File: config.mk
export PLATFORM = sky130hd
export DESIGN_NAME = cv32e40p_apu_arbiter
export DESIGN_NICKNAME = d
export VERILOG_FILES = /design/src/rtl/cv32e40p_apu_core_pkg.sv /design/src/rtl/cv32e40p_apu_id_fifo.sv /design/src/rtl/cv32e40p_apu_arbiter.sv
export SDC_FILE = /design/constraint.sdc
export NUM_CORES = 1
export LEC_CHECK = 0
export CAP_MARGIN = 20
export CORE_AREA = 2 2 174 176
export DETAILED_ROUTE_END_ITERATION = 16
export DIE_AREA = 0 0 176 178
export GPL_TIMING_DRIVEN = 0
export PLACE_DENSITY_LB_ADDON = 0.15
export SETUP_SLACK_MARGIN = 0.02
export SLEW_MARGIN = 20
export SYNTH_ARGS = -nofsm -noshare
export SYNTH_HDL_FRONTEND = slang
export SYNTH_SLANG_ARGS = --single-unit
File: constraint.sdc
create_clock -name clk_i -period 1.9 [get_ports clk_i]
set_input_delay 0.475 -clock clk_i [delete_from_list [all_inputs] [get_ports clk_i]]
set_output_delay 0.475 -clock clk_i [all_outputs]
set_load 0.005 [all_outputs]
File: src/rtl/cv32e40p_apu_core_pkg.sv
// -----------------------------------------------------------------------------
// cv32e40p_apu_core_pkg
//   Shared APU/FPU interface widths used by the core-side and APU-side ports
//   of the APU arbiter, plus a helper for sizing core-index fields.
// -----------------------------------------------------------------------------
package cv32e40p_apu_core_pkg;

    localparam int unsigned APU_NARGS_CPU    = 3;
    localparam int unsigned APU_WOP_CPU      = 6;
    localparam int unsigned APU_NDSFLAGS_CPU = 15;
    localparam int unsigned APU_NUSFLAGS_CPU = 5;

    // Width of a core index; a single core still needs a 1-bit field.
    function automatic int unsigned idx_width(input int unsigned n);
        return (n > 1) ? $clog2(n) : 1;
    endfunction

endpackage

File: src/rtl/cv32e40p_apu_id_fifo.sv
// -----------------------------------------------------------------------------
// cv32e40p_apu_id_fifo
//   In-order tracker of which core issued each in-flight APU request.
//   Ports:
//     clk_i, rst_ni   clock, asynchronous active-low reset (empties the FIFO)
//     push_i, data_i  enqueue a core index (ignored when full)
//     pop_i           dequeue the head entry (ignored when empty)
//     full_o, empty_o occupancy status
//     head_o          oldest entry (valid when not empty)
// -----------------------------------------------------------------------------
module cv32e40p_apu_id_fifo #(
    parameter int unsigned DEPTH      = 4,
    parameter int unsigned DATA_WIDTH = 1
) (
    input  logic                  clk_i,
    input  logic                  rst_ni,
    input  logic                  push_i,
    input  logic                  pop_i,
    input  logic [DATA_WIDTH-1:0] data_i,
    output logic                  full_o,
    output logic                  empty_o,
    output logic [DATA_WIDTH-1:0] head_o
);

    localparam int unsigned PTR_W = $clog2(DEPTH);
    localparam int unsigned CNT_W = PTR_W + 1;
    localparam logic [CNT_W-1:0] FULL_CNT = CNT_W'(DEPTH);

    logic [DEPTH-1:0][DATA_WIDTH-1:0] mem_q;
    logic [PTR_W-1:0]                 wr_ptr_q, rd_ptr_q;
    logic [CNT_W-1:0]                 cnt_q;
    logic                             push_en, pop_en;

    assign full_o  = (cnt_q == FULL_CNT);
    assign empty_o = (cnt_q == '0);
    assign head_o  = mem_q[rd_ptr_q];

    assign push_en = push_i & ~full_o;
    assign pop_en  = pop_i & ~empty_o;

    // DEPTH is a power of two, so the pointers wrap by natural overflow.
    always_ff @(posedge clk_i or negedge rst_ni) begin
        if (!rst_ni) begin
            wr_ptr_q <= '0;
            rd_ptr_q <= '0;
            cnt_q    <= '0;
        end else begin
            if (push_en) begin
                wr_ptr_q <= wr_ptr_q + PTR_W'(1);
            end
            if (pop_en) begin
                rd_ptr_q <= rd_ptr_q + PTR_W'(1);
            end
            case ({push_en, pop_en})
                2'b10:   cnt_q <= cnt_q + CNT_W'(1);
                2'b01:   cnt_q <= cnt_q - CNT_W'(1);
                default: cnt_q <= cnt_q;
            endcase
        end
    end

    // Storage needs no reset: entries are only read once the count says valid.
    always_ff @(posedge clk_i) begin
        if (push_en) begin
            mem_q[wr_ptr_q] <= data_i;
        end
    end

endmodule

File: src/rtl/cv32e40p_apu_arbiter.sv
// -----------------------------------------------------------------------------
// cv32e40p_apu_arbiter
//   Shares one APU/FPU between NUM_CORES cores. Requests are arbitrated
//   round-robin and granted with zero latency; the granting core's index is
//   queued so in-order APU responses are routed back to the right core.
//   Ports:
//     clk_i, rst_ni          clock, asynchronous active-low reset
//     core_apu_*_i / _o      per-core request side (req/gnt, payload, rvalid)
//     core_apu_result_o      result, broadcast to all cores
//     core_apu_flags_o       upstream flags, broadcast to all cores
//     apu_*_o / _i           single shared APU port
//     err_o                  sticky: response seen with nothing outstanding
// -----------------------------------------------------------------------------
module cv32e40p_apu_arbiter
    import cv32e40p_apu_core_pkg::*;
#(
    parameter int unsigned NUM_CORES       = 2,
    parameter int unsigned MAX_OUTSTANDING = 4
) (
    input  logic                                                 clk_i,
    input  logic                                                 rst_ni,

    input  logic [NUM_CORES-1:0]                                 core_apu_req_i,
    output logic [NUM_CORES-1:0]                                 core_apu_gnt_o,
    input  logic [NUM_CORES-1:0][APU_NARGS_CPU-1:0][31:0]        core_apu_operands_i,
    input  logic [NUM_CORES-1:0][APU_WOP_CPU-1:0]                core_apu_op_i,
    input  logic [NUM_CORES-1:0][2:0]                            core_apu_type_i,
    input  logic [NUM_CORES-1:0][APU_NDSFLAGS_CPU-1:0]           core_apu_flags_i,
    output logic [NUM_CORES-1:0]                                 core_apu_rvalid_o,
    output logic [31:0]                                          core_apu_result_o,
    output logic [APU_NUSFLAGS_CPU-1:0]                          core_apu_flags_o,

    output logic                                                 apu_req_o,
    input  logic                                                 apu_gnt_i,
    output logic [APU_NARGS_CPU-1:0][31:0]                       apu_operands_o,
    output logic [APU_WOP_CPU-1:0]                               apu_op_o,
    output logic [2:0]                                           apu_type_o,
    output logic [APU_NDSFLAGS_CPU-1:0]                          apu_flags_o,
    input  logic                                                 apu_rvalid_i,
    input  logic [31:0]                                          apu_result_i,
    input  logic [APU_NUSFLAGS_CPU-1:0]                          apu_flags_i,

    output logic                                                 err_o
);

    localparam int unsigned IDX_W = idx_width(NUM_CORES);

    logic [IDX_W-1:0] rr_q, rr_d;
    logic [IDX_W-1:0] winner;
    logic [IDX_W-1:0] fifo_head;
    logic             any_req;
    logic             handshake;
    logic             pop;
    logic             fifo_full, fifo_empty;
    logic             err_q, err_d;

    // Round-robin search starting at rr_q.
    always_comb begin
        int unsigned idx;
        logic        found;
        winner = rr_q;
        found  = 1'b0;
        idx    = 0;
        for (int unsigned i = 0; i < NUM_CORES; i++) begin
            idx = (32'(rr_q) + i) % NUM_CORES;
            if (!found && core_apu_req_i[IDX_W'(idx)]) begin
                winner = IDX_W'(idx);
                found  = 1'b1;
            end
        end
    end

    assign any_req = |core_apu_req_i;

    // A full tracker blocks new requests even if a response frees a slot
    // this cycle; gating with rst_ni keeps grants low while reset is held.
    assign apu_req_o = rst_ni & any_req & ~fifo_full;
    assign handshake = apu_req_o & apu_gnt_i;

    always_comb begin
        core_apu_gnt_o = '0;
        if (handshake) begin
            core_apu_gnt_o[winner] = 1'b1;
        end
    end

    always_comb begin
        apu_operands_o = '0;
        apu_op_o       = '0;
        apu_type_o     = '0;
        apu_flags_o    = '0;
        if (any_req) begin
            apu_operands_o = core_apu_operands_i[winner];
            apu_op_o       = core_apu_op_i[winner];
            apu_type_o     = core_apu_type_i[winner];
            apu_flags_o    = core_apu_flags_i[winner];
        end
    end

    // Responses return in issue order, so the FIFO head names the owner.
    assign pop = rst_ni & apu_rvalid_i & ~fifo_empty;

    always_comb begin
        core_apu_rvalid_o = '0;
        if (pop) begin
            core_apu_rvalid_o[fifo_head] = 1'b1;
        end
    end

    assign core_apu_result_o = apu_result_i;
    assign core_apu_flags_o  = apu_flags_i;

    always_comb begin
        rr_d = rr_q;
        if (handshake) begin
            if (winner == IDX_W'(NUM_CORES - 1)) begin
                rr_d = '0;
            end else begin
                rr_d = winner + IDX_W'(1);
            end
        end
    end

    assign err_d = err_q | (apu_rvalid_i & fifo_empty);
    assign err_o = err_q;

    always_ff @(posedge clk_i or negedge rst_ni) begin
        if (!rst_ni) begin
            rr_q  <= '0;
            err_q <= 1'b0;
        end else begin
            rr_q  <= rr_d;
            err_q <= err_d;
        end
    end

    cv32e40p_apu_id_fifo #(
        .DEPTH      (MAX_OUTSTANDING),
        .DATA_WIDTH (IDX_W)
    ) u_id_fifo (
        .clk_i   (clk_i),
        .rst_ni  (rst_ni),
        .push_i  (handshake),
        .pop_i   (pop),
        .data_i  (winner),
        .full_o  (fifo_full),
        .empty_o (fifo_empty),
        .head_o  (fifo_head)
    );

endmodule

==> summary.txt <==
Via Count = 3993
CP max FO = 8
Worst Clk Skew = 0.957 ps
Max cap viols = 0
Avg Cell Area, Syn = 9.04 µm²
Fin. Hold Viols = 0
Distinct cells, synth = 28
Crit path time final = 2240 ps
Maximum root-to-sink buffer count = 2
CTS Root Cell = clkbuf_16
Syn Inst Count = 238
Setup TNS = -31940 ps
CP required = 1420 ps
Mapped Nets = 527
Leak Pwr = 3.41 nW
Worst-Margin Slew = 200 ps
Worst-path clk slew = 40 ps
Clock Latency Late Sink = 240 ps
Mapped Area = 2150 µm²
# IOs = 446
Commonest non-fill, non-tap cell in the layout = clkdlybuf4s50_1
Final net count = 1008
Max Slew Vio Count = 0
Crit Path Class = flop to output pin
Failing checks = negative setup slack
RSZ-0062 raised after global routing = true
Layout cells sized above 1 = 39.7%
FMAX = 447 MHz
# setup viols final = 124
Outcome = finished with violations
Placed cells = 1036
Post-DP HPWL = 15800 µm
Fillers = 3165
Pin count of the biggest net entering global routing = 12
Grt ovf = 0
I/O Buffers = 408
Clock sinks = 13
DRT Pass-1 Iters = 4
WP data arrival = 1760 ps
Htree depth = 1
Vias per Instance = 3.59
Chip height = 178 µm
Sequential fraction of the synthesis area = 16.0%
Yosys warning count = 0
Final Instance Count excl. Fillers = 1111
Commonest cells after routing, fill and taps aside = clkdlybuf4s50_1, a22o_1, buf_2
Drt initial violations = 71
GPL Wtd Cong = 0.808
WL/cell = 17.8 µm
Die area = 31300 µm²
Gr usage total = 11.1%
Relative slew slack = 86.6%
Power density over the cells = 622 nW/µm²
Maximum VDD drop = 0.274 mV
# DRC = 0
Pwr Total = 4.72 mW
CP startpoint kind = flop
Hold crit path type = input port to async pin
Yosys reg bits = 13
Global-route wire length before repair = 26100 µm
Worst setup margin = -337 ps
Period utilization = 118%
Starting density of the core = 7.32%
Vias in the first global route = 4196
ANT nets after route = 0
Routed wire length = 19800 µm
Num CTS Buffers = 3
Core ar. = 29400 µm²
Site Rows = 63
Area grow syn2layout = 253%
Initial antenna violation count = 5
Die span in x = 176 µm
TritonCTS clock tree = done
CP Capture Type = output pin
## repair_timing
item | CTS | global route
resized for setup | 626 | 25
hold buffers | 0 | 0
gates cloned | 10 | 8
endpoints found under the setup margin | 135 | 126
pin swaps | 44 | 18
buffers inserted | 48 | 10
## layout make-up
cell class	instances	area [µm²]	share of cell area [%]
Sequential cell	13	349	4.60
Multi-Input combinational cell	156	1490	19.6
Buffer	58	629	8.29
Tap cell	390	488	6.43
Inverter	6	25.0	0.330
Timing Repair Buffer	481	4530	59.7
Antenna cell	3	7.51	0.0989
Clock buffer	4	78.8	1.04
## path summary, 6_finish.rpt
path / start / to / slack (ps) / cells past startpoint
hold reg to reg: err_o$_DFF_PN0_ / err_o$_DFF_PN0_ / 460 / 1
setup reg to reg: u_id_fifo.cnt_q[0]$_DFFE_PN0P_ / u_id_fifo.cnt_q[2]$_DFFE_PN0P_ / -10 / 7
max in group asynchronous: rst_ni / u_id_fifo.cnt_q[0]$_DFFE_PN0P_ / 1720 / 1
setup / recovery: rr_q$_DFFE_PN0N_ / apu_operands_o[21] / -340 / 9
hold / removal: rst_ni / rr_q$_DFFE_PN0N_ / 30 / 1
min in group clk_i: err_o$_DFF_PN0_ / err_o$_DFF_PN0_ / 460 / 1
## per-layer routing
| layer | wire length [µm] | GRT usage [%] | vias up | part of all wire, % |
|---|---|---|---|---|
| met4 | 167 | 1.76 | 0 | 0.84 |
| met1 | 6970 | 11.7 | 1821 | 35 |
| met5 | 0 | 0 | - | 0 |
| li1 | - | - | 1880 | - |
| met2 | 10500 | 21.8 | 283 | 53 |
| met3 | 2120 | 3.71 | 9 | 11 |
## cells by family (layout without fill, tap and decap cells)
family | Yosys count | after routing | synth area share, %
adders and majority gates | 7 | 7 | 4.30
DFF | 13 | 13 | 16.0
other | 0 | 3 | 0
muxes | 4 | 4 | 2.73
xor gates and xnor gates | 6 | 6 | 2.44
buffers and inverters | 69 | 549 | 19.8
AOI/OAI and AO/OA | 127 | 127 | 51.6
and+or+nand+nor | 12 | 12 | 3.08
## stage by stage
stage | setup WS [ps] | util [%] | hold slack (ps) | cell area, µm²
detailed placement | -1500 | 22.9 | 450 | 6740
global placement | -1460 | 22.9 | 442 | 6740
floorplan | -24.6 | - | 179 | 2160
finish | -337 | 25.8 | 34.9 | 7590
global route | -401 | 25.8 | 26.9 | 7580
CTS | -375 | 25.2 | 28.2 | 7400
## cell usage after synthesis
cell | count | area, µm²
buf_4 | 37 | 278
dfrtp_1 | 9 | 225
nor2_1 | 2 | 7.51
a21boi_1 | 1 | 7.51
inv_1 | 5 | 18.8
nor2b_1 | 2 | 12.5
o21ai_1 | 1 | 5.00
a22o_1 | 120 | 1050
and2_1 | 6 | 37.5
fa_1 | 1 | 20.0
o311a_1 | 1 | 10.0
mux2_2 | 1 | 11.3
xor2_1 | 2 | 17.5
clkbuf_1 | 4 | 15.0
maj3_1 | 1 | 10.0
mux4_2 | 1 | 22.5
buf_2 | 22 | 110
inv_2 | 1 | 3.75
nand2_1 | 1 | 3.75
mux2_4 | 1 | 15.0
nor3_1 | 1 | 5.00
mux2i_1 | 1 | 10.0
edfxtp_1 | 4 | 120
xnor2_1 | 4 | 35.0
ha_1 | 5 | 62.6
a21o_1 | 1 | 7.51
a211oi_4 | 1 | 20.0
a21oi_1 | 2 | 10.0
## sequential cells by signal, indices dropped and copies added, names as in the netlist
signal	flops
u_id_fifo.rd_ptr_q	2
u_id_fifo.cnt_q	3
u_id_fifo.wr_ptr_q	2
u_id_fifo.mem_q	4
rr_q	1
err_o	1
## critical path, stage by stage, from the launching register on
cell and delay (ps):
dfrtp_1 370, buf_6 120, a21oi_4 50, buf_12 140, buf_12 140, buf_6 120
buf_8 110, buf_6 120, a22o_1 210, buf_2 130
## power by group
| part | internal (mW) | switching, mW |
|---|---|---|
| clock network | 0.283 | 0.118 |
| registers | 0.411 | 0.123 |
| logic | 2.45 | 1.34 |
Power figures use the tool's default switching activity.
